`src/rtl/data_memory_arbiter.sv`:
```
// Single-port data RAM arbiter: CPU load/store has priority, host/debug loader
// gets a bounded wait, and host_lock stalls the CPU so programs can be loaded.
module data_memory_arbiter #(
   parameter int ADDR_SIZE     = 18,
   parameter int WORD_SIZE     = 18,
   parameter int HOST_MAX_WAIT = 4
) (
   input  logic                 clock,
   input  logic                 reset,
   input  logic                 cpu_req,
   input  logic                 cpu_we,
   input  logic [ADDR_SIZE-1:0] cpu_addr,
   input  logic [WORD_SIZE-1:0] cpu_wdata,
   output logic                 cpu_stall,
   output logic [WORD_SIZE-1:0] cpu_rdata,
   input  logic                 host_req,
   input  logic                 host_we,
   input  logic [ADDR_SIZE-1:0] host_addr,
   input  logic [WORD_SIZE-1:0] host_wdata,
   input  logic                 host_lock,
   output logic                 host_ack,
   output logic [WORD_SIZE-1:0] host_rdata,
   output logic [ADDR_SIZE-1:0] mem_addr,
   output logic                 mem_we,
   output logic [WORD_SIZE-1:0] mem_wdata,
   input  logic [WORD_SIZE-1:0] mem_rdata
);

   localparam logic [3:0] MAX_WAIT = 4'(HOST_MAX_WAIT);

   typedef enum logic [1:0] {
      H_IDLE = 2'd0,
      H_WAIT = 2'd1,
      H_ACK  = 2'd2
   } hstate_t;

   hstate_t              state, state_nxt;
   logic [3:0]           wait_cnt, wait_nxt;
   logic                 eligible, grant_host, grant_cpu;
   logic [ADDR_SIZE-1:0] addr_q;
   logic [WORD_SIZE-1:0] wdata_q, cpu_hold, host_hold;
   logic                 cpu_rd_pend, host_we_q;

   // Grants are masked while reset is low so the RAM sees no strobe.
   always_comb begin
      eligible   = host_req && (state != H_ACK);
      grant_host = reset && eligible && (!cpu_req || host_lock || (wait_cnt == MAX_WAIT));
      grant_cpu  = reset && cpu_req && !host_lock && !grant_host;
      cpu_stall  = cpu_req && !grant_cpu;
      host_ack   = (state == H_ACK);
   end

   always_comb begin
      mem_addr  = addr_q;
      mem_wdata = wdata_q;
      mem_we    = 1'b0;
      if (grant_host) begin
         mem_addr  = host_addr;
         mem_wdata = host_wdata;
         mem_we    = host_we;
      end else if (grant_cpu) begin
         mem_addr  = cpu_addr;
         mem_wdata = cpu_wdata;
         mem_we    = cpu_we;
      end
   end

   // Read data passes straight through in the return cycle, then is held.
   always_comb begin
      cpu_rdata  = cpu_rd_pend ? mem_rdata : cpu_hold;
      host_rdata = (host_ack && !host_we_q) ? mem_rdata : host_hold;
   end

   always_comb begin
      state_nxt = state;
      wait_nxt  = wait_cnt;
      case (state)
         H_IDLE: begin
            if (grant_host)    state_nxt = H_ACK;
            else if (eligible) state_nxt = H_WAIT;
         end
         H_WAIT: begin
            if (grant_host)    state_nxt = H_ACK;
            else if (!host_req) state_nxt = H_IDLE;
         end
         H_ACK:   state_nxt = H_IDLE;
         default: state_nxt = H_IDLE;
      endcase
      // The deferral counter includes the first cycle the request is seen.
      if (grant_host || !eligible)  wait_nxt = 4'd0;
      else if (wait_cnt != MAX_WAIT) wait_nxt = wait_cnt + 4'd1;
   end

   always_ff @(posedge clock or negedge reset) begin
      if (!reset) begin
         state       <= H_IDLE;
         wait_cnt    <= 4'd0;
         addr_q      <= '0;
         wdata_q     <= '0;
         cpu_hold    <= '0;
         host_hold   <= '0;
         cpu_rd_pend <= 1'b0;
         host_we_q   <= 1'b0;
      end else begin
         state       <= state_nxt;
         wait_cnt    <= wait_nxt;
         addr_q      <= mem_addr;
         wdata_q     <= mem_wdata;
         cpu_rd_pend <= grant_cpu && !cpu_we;
         cpu_hold    <= cpu_rdata;
         host_hold   <= host_rdata;
         if (grant_host) host_we_q <= host_we;
      end
   end

endmodule

```
`config.mk`:
```
export PLATFORM = sky130hd
export DESIGN_NAME = data_memory_arbiter
export DESIGN_NICKNAME = d
export VERILOG_FILES = /design/src/rtl/data_memory_arbiter.sv
export SDC_FILE = /design/constraint.sdc
export NUM_CORES = 1
export LEC_CHECK = 0
export CORE_ASPECT_RATIO = 0.7
export CORE_UTILIZATION = 30
export CTS_CLUSTER_DIAMETER = 200
export CTS_CLUSTER_SIZE = 25
export DETAILED_ROUTE_END_ITERATION = 16
export HOLD_SLACK_MARGIN = 0.15
export PLACE_DENSITY = 0.69
export REMOVE_ABC_BUFFERS = 1
export SYNTH_ARGS = -nofsm -noshare
export SYNTH_HDL_FRONTEND = slang
export SYNTH_SLANG_ARGS = --single-unit
```
`constraint.sdc`:
```
create_clock -name clock -period 2.6 [get_ports clock]
set_input_delay 0.52 -clock clock [delete_from_list [all_inputs] [get_ports clock]]
set_output_delay 0.52 -clock clock [all_outputs]
set_load 0.05 [all_outputs]
```
Word-level counts from Yosys, hierarchy flattened
Index checks and enable logic that the tools add are counted.
{ "totals": {"reg_bits": 80, "latchBits": 0, "mem_bits_rw": 0, "rom_bits": 0, "inputBits": 97, "n_memories": 0} }
{ "op_classes": {"n_addsub": 1, "n_mul": 0, "n_div": 0, "n_lt_le_gt_ge": 0, "n_eq_ne": 7, "shifts": 0, "n_mux": 15, "n_bitwise": 0, "n_reduce_logical": 22} }
{ "ops": {"columns": ["cell", "n"], "rows": [
  ["18-bit 2-to-1 mux", 6],
  ["1-bit logical AND", 9],
  ["2-bit 2-to-1 mux", 4],
  ["4-bit 2-to-1 mux", 2],
  ["1-bit zero test", 7],
  ["3-bit != test, second input constant", 2],
  ["4-bit by 1-bit adder with 4-bit output, second input constant", 1],
  ["4-bit by 3-bit equality test with 1-bit output, second input constant", 1],
  ["4-bit by 3-bit != test with 1-bit output, second input constant", 1],
  ["2-bit case mux with 2 select lines", 1],
  ["1-bit logical OR", 3],
  ["2-bit by 1-bit equality test with 1-bit output, second input constant", 1],
  ["2-bit equality test, second input constant", 1],
  ["2-bit zero test", 1],
  ["1-bit 2-to-1 mux", 2],
  ["2-bit != test, second input constant", 1],
  ["2-bit AND reduction", 1],
  ["2-bit nonzero test", 1]
]} }

Logic depth before layout (Yosys ltp)
{ "depth": {"word_depth": 8, "depth_mapped": 6, "depth_no_buf": 5} }

Worst setup path after synthesis
Ideal clock, no wire load.
{ "synth_timing": {"path_kind": "reg2out", "startpoint": "reg wait_cnt[0]", "endpoint": "out cpu_stall", "arrival_ns": 2.005, "path_slack_ns": 0.075, "stages_incl_launch_ff": 7, "n_path_buf": 1, "path_cell_list": "dfrtp_1 inv_1 ha_1 and3b_1 o2111ai_2 buf_2 a31oi_1"} }
{ "synth_between": {"elab_chain_len": 7} }
{ "synth_rtl": {"columns": ["item", "line_no", "text"], "rows": [
  ["start, declared", "38", "logic [3:0] wait_cnt, wait_nxt;"],
  ["start signal, assigned", "106", "wait_cnt <= wait_nxt;"],
  ["4-bit by 3-bit equality test with 1-bit output", "47", "grant_host = reset && eligible && (!cpu_req || host_lock || (wait_cnt == MAX_WAIT));"],
  ["1-bit logical OR", "47", null],
  ["1-bit logical AND", "47", null],
  ["1-bit zero test", "48", "grant_cpu = reset && cpu_req && !host_lock && !grant_host;"],
  ["1-bit logical AND", "48", null],
  ["1-bit zero test", "49", "cpu_stall = cpu_req && !grant_cpu;"],
  ["1-bit logical AND", "49", null],
  ["end, declared", "14", "output logic cpu_stall,"]
]} }
Every way passes these cells.

Worst setup path after layout
{ "layout_timing": {"startpoint": "reg wait_cnt[0]", "endpoint": "out mem_wdata[14]"} }
{ "layout_between": {"elab_chain_len": 7} }
{ "layout_rtl": {"columns": ["item", "line_no", "text"], "rows": [
  ["4-bit by 3-bit equality test with 1-bit output (*)", "47", null],
  ["1-bit logical OR (*)", "47", null],
  ["1-bit logical AND (*)", "47", null],
  ["1-bit zero test", "48", null],
  ["1-bit logical AND", "48", null],
  ["18-bit 2-to-1 mux", "61", "end else if (grant_cpu) begin"],
  ["18-bit 2-to-1 mux (*)", "57", "if (grant_host) begin"],
  ["end, declared", "25", "output logic [WORD_SIZE-1:0] mem_wdata,"]
]} }
Mark *: on every way between the ends. The rest lies on a longest branch, timed or not.

==> results.txt <==
Counting flops with a built-in enable in the synthesized netlist gives 0. Sort of element at the end of the critical path: an output port. The worst setup path is launched from a register. The clock insertion delay at the later pin of the skew report is 330 ps, and the max-cap check violation count is 0.

Traced cell by cell, the critical path runs through inv_2 > ha_4 > and3b_2 > o2111ai_4 > buf_4 > mux2_2 > buf_4. At the pin with the least slew margin, the transition time is 591 ps. The tools report the clock tree root buffer cell as clkbuf_16. For this block, the via count after detailed routing is 2659. The most common cell in the synthesized netlist is dfrtp_1. Timing analysis after detailed placement gives a worst setup slack of -230 ps. Summed over all layers, the routed wires come to 9950 µm.

The checks that failed: negative setup slack. The run gives 0.00284 µW as the leakage dissipation. The tree built by TritonCTS fans out to 80 sinks.

In this run the worst setup path begins at wait_cnt[0]. The worst slew margin relative to its limit came out at 0.606. The tools report the final worst setup slack as -170 ps. The tools report the remaining routing DRC violations as 0.

For this run, the slowest stage of the critical path takes 380 ps. For the final setup skew, the log shows 5.69 ps. The final critical delay including setup and external delays was 2770 ps; the number of distinct library cells after synthesis was 26. The tools report the total routing resource utilization after global routing as 0.167. Summing all flip-flop and latch instances after layout gives 2000 µm².

Fill cells in the final layout number 904. The most repeated library cell on the critical path was buf_4. By count the netlist is led by dfrtp_1 (80), mux2_1 (57), mux2_2 (53). The max-slew violation count was 0. By area the synthesized netlist is led by dfrtp_1 (57%), mux2_1 (18%), mux2_2 (17%), buf_6 (0.95%), buf_2 (0.71%).

172 I/O pins were placed. In the final routed layout, each cell accounts on average for 16.9 µm. After legalization and detailed placement, the total HPWL measured 6230 µm.

The synthesized netlist occupies a cell area of 3540 µm². From left edge to right edge, the die measures 132 µm. The initial antenna violation count is 0. TritonCTS built the clock tree.

Summing all placed instances gives a cell area of 5290 µm². The fraction of final layout cells sized beyond drive strength 1 came out at 0.420. The run gives 5470 µW as the total power. The largest driver fanout on the critical path was 11; the final design area excluding fillers was 6200 µm². The total of warnings raised by yosys came out at 0. The area occupied by multi-input gates was 1590 µm²; the cell area power density was 882 nW/µm². The H-tree depth was 3. The effective utilization at floorplan was 0.315; the number of hold buffers added after CTS was 0. The clock input transition at the sequential cells of the worst setup and hold paths came out at 60 ps. The final-report setup violation count is 37. In this run, CTS created clock tree buffers numbering 9. STA puts the critical path data arrival time at 2250 ps. The sequential area share after synthesis was 0.566. Setup repair after global routing could not meet its margin everywhere. The first global-routing pass estimated 15700 µm of wire. The number of instances in the synthesized netlist was 232; the maximum buffer depth of the clock tree was 2.

The family with the most delay on the worst path was buffers and inverters. Average instance area after synthesis: 15.3 µm². The worst register-to-register path begins at wait_cnt[0].

The critical path is of the reg2out type. The number of antenna diodes in the final layout is 0. The worst min-delay path category was in2async. The height of the die is 92.9 µm. The number of global-route vias before repair was 2946; the worst IR drop on VDD was 0.424 mV.

Among all flip-flop cells after synthesis, the most frequent one is dfrtp_1. For this run, the post-layout net count is 530. For the maximum number of pins on one net before global-route repair, the log shows 49. The logs give 0 for the aggregate global routing overflow and 60 for the first-iteration detailed-routing DRC count. The area fraction of the dominant cell type after synthesis came out at 0.566. The highest attainable clock frequency is 361 MHz. Across all hold checks on the routed design, the worst slack comes to 276 ps. Routability-driven placement finished with a final weighted congestion of 0.744.

The post-route fraction of the period consumed by the critical path was 1.07. The flow ran to the end, but the final reports show violations. The proportion of synthesized flip-flops having asynchronous set or reset is 1.00, and the synthesized flop and latch total is 80.

The logs give 0 for the final number of hold-violating endpoints and 4 for the first-pass detailed-route iteration total. The biggest area contributor in the post-synthesis netlist is dfrtp_1. The core region area is 11300 µm². The floorplan has 32 rows. After detailed routing, the number of vias per cell comes to 4.51. The tools report the die area as 12200 µm². Number of buffers added on ports: 171. The required time at the endpoint of the critical path is 2080 ps. Together, buffers and inverters on the worst path number 3. Library cell contributing the largest single delay on the critical path: dfrtp_1.

The post-synthesis to final-layout area growth was 75.2%; the remaining number of nets flagged by the antenna check after routing was 0.
## state kept, by name, summed over array words and instances (netlist names)
register and cells:
addr_q 18, cpu_hold 18, host_hold 18, wdata_q 18, wait_cnt 4, state 2
cpu_rd_pend 1, host_we_q 1
## cell type report
cell class,count,share of cell area
clock buffers,10,0.0386
well taps,153,0.0309
repair buffers,199,0.337
clock inverters,6,0.0117
inverters,4,0.00242
flip-flops and latches,80,0.323
multi-input cells,137,0.256
## through the flow
| stage | utilization | std cells | setup TNS [ps] |
|---|---|---|---|
| 2_1_floorplan | - | 221 | -21250 |
| 3_3_place_gp | 0.470 | 552 | -5450 |
| 3_5_place_dp | 0.470 | 552 | -6670 |
| 4_1_cts | 0.544 | 585 | -4760 |
| 5_1_grt | 0.551 | 589 | -9290 |
| 6_report | 0.551 | 589 | -5620 |
## worst register-to-register path, delay by kind of cell (launching register included)
family | cells | cell delay (ps)
mux | 1 | 330
flops | 1 | 380
fa+ha+maj | 1 | 150
compound gates | 1 | 270
simple gates | 1 | 240
buf+inv | 4 | 520
## report_power, final
group	switching (µW)	internal, µW
Clock	518	782
Combinational	1550	1010
Sequential	68.6	1540
Total	2140	3330
## path summary, 6_finish.rpt
check                           endpoint  slack [ps]  cells after the start
max                        mem_wdata[14]        -170                      7
min                             state[0]         280                      2
max reg2reg                    addr_q[0]         600                      8
min reg2reg                     state[0]         460                      1
max in group asynchronous    cpu_hold[6]        1350                      3
min in group clock              state[0]         460                      1
## cell usage in the layout (no fill, tap or decap), types with 2 or more instances in the layout
master            n
clkdlybuf4s50_1  94
dfrtp_1          80
buf_4            62
mux2_1           54
mux2_4           28
mux2_2           28
buf_8            19
buf_6            11
clkbuf_16         9
buf_12            6
buf_16            5
nor3_1            3
inv_6             3
inv_1             2
inv_2             2
nand3b_1          2
nor3b_1           2
xnor2_1           2
mux2i_1           2
dlygate4sd2_1     2
## kinds of logic after synthesis
| kind of cell | after synthesis | share of synthesized area |
|---|---|---|
| xor+xnor | 2 | 0.00495 |
| mux | 112 | 0.356 |
| compound gates | 4 | 0.0103 |
| flops | 80 | 0.566 |
| buf+inv | 15 | 0.0262 |
| simple gates | 17 | 0.0301 |
| fa+ha+maj | 2 | 0.00707 |
## per-layer routing
metal,part of all wire,vias up,track usage
li1,-,1239,-
met1,0.46,1316,0.220
met2,0.47,96,0.269
met3,0.052,8,0.0465
met4,0.0093,0,0.0426
met5,0,-,0
## timing repair
item / CTS / global route
gates resized for setup: 81 / 12
pin swaps: 0 / 2
buffers inserted: 12 / 4
cloned: 5 / 0
endpoints found under the setup margin: 38 / 38
hold endpoints to repair: 0 / 0
(Power assumes the default switching activity.)
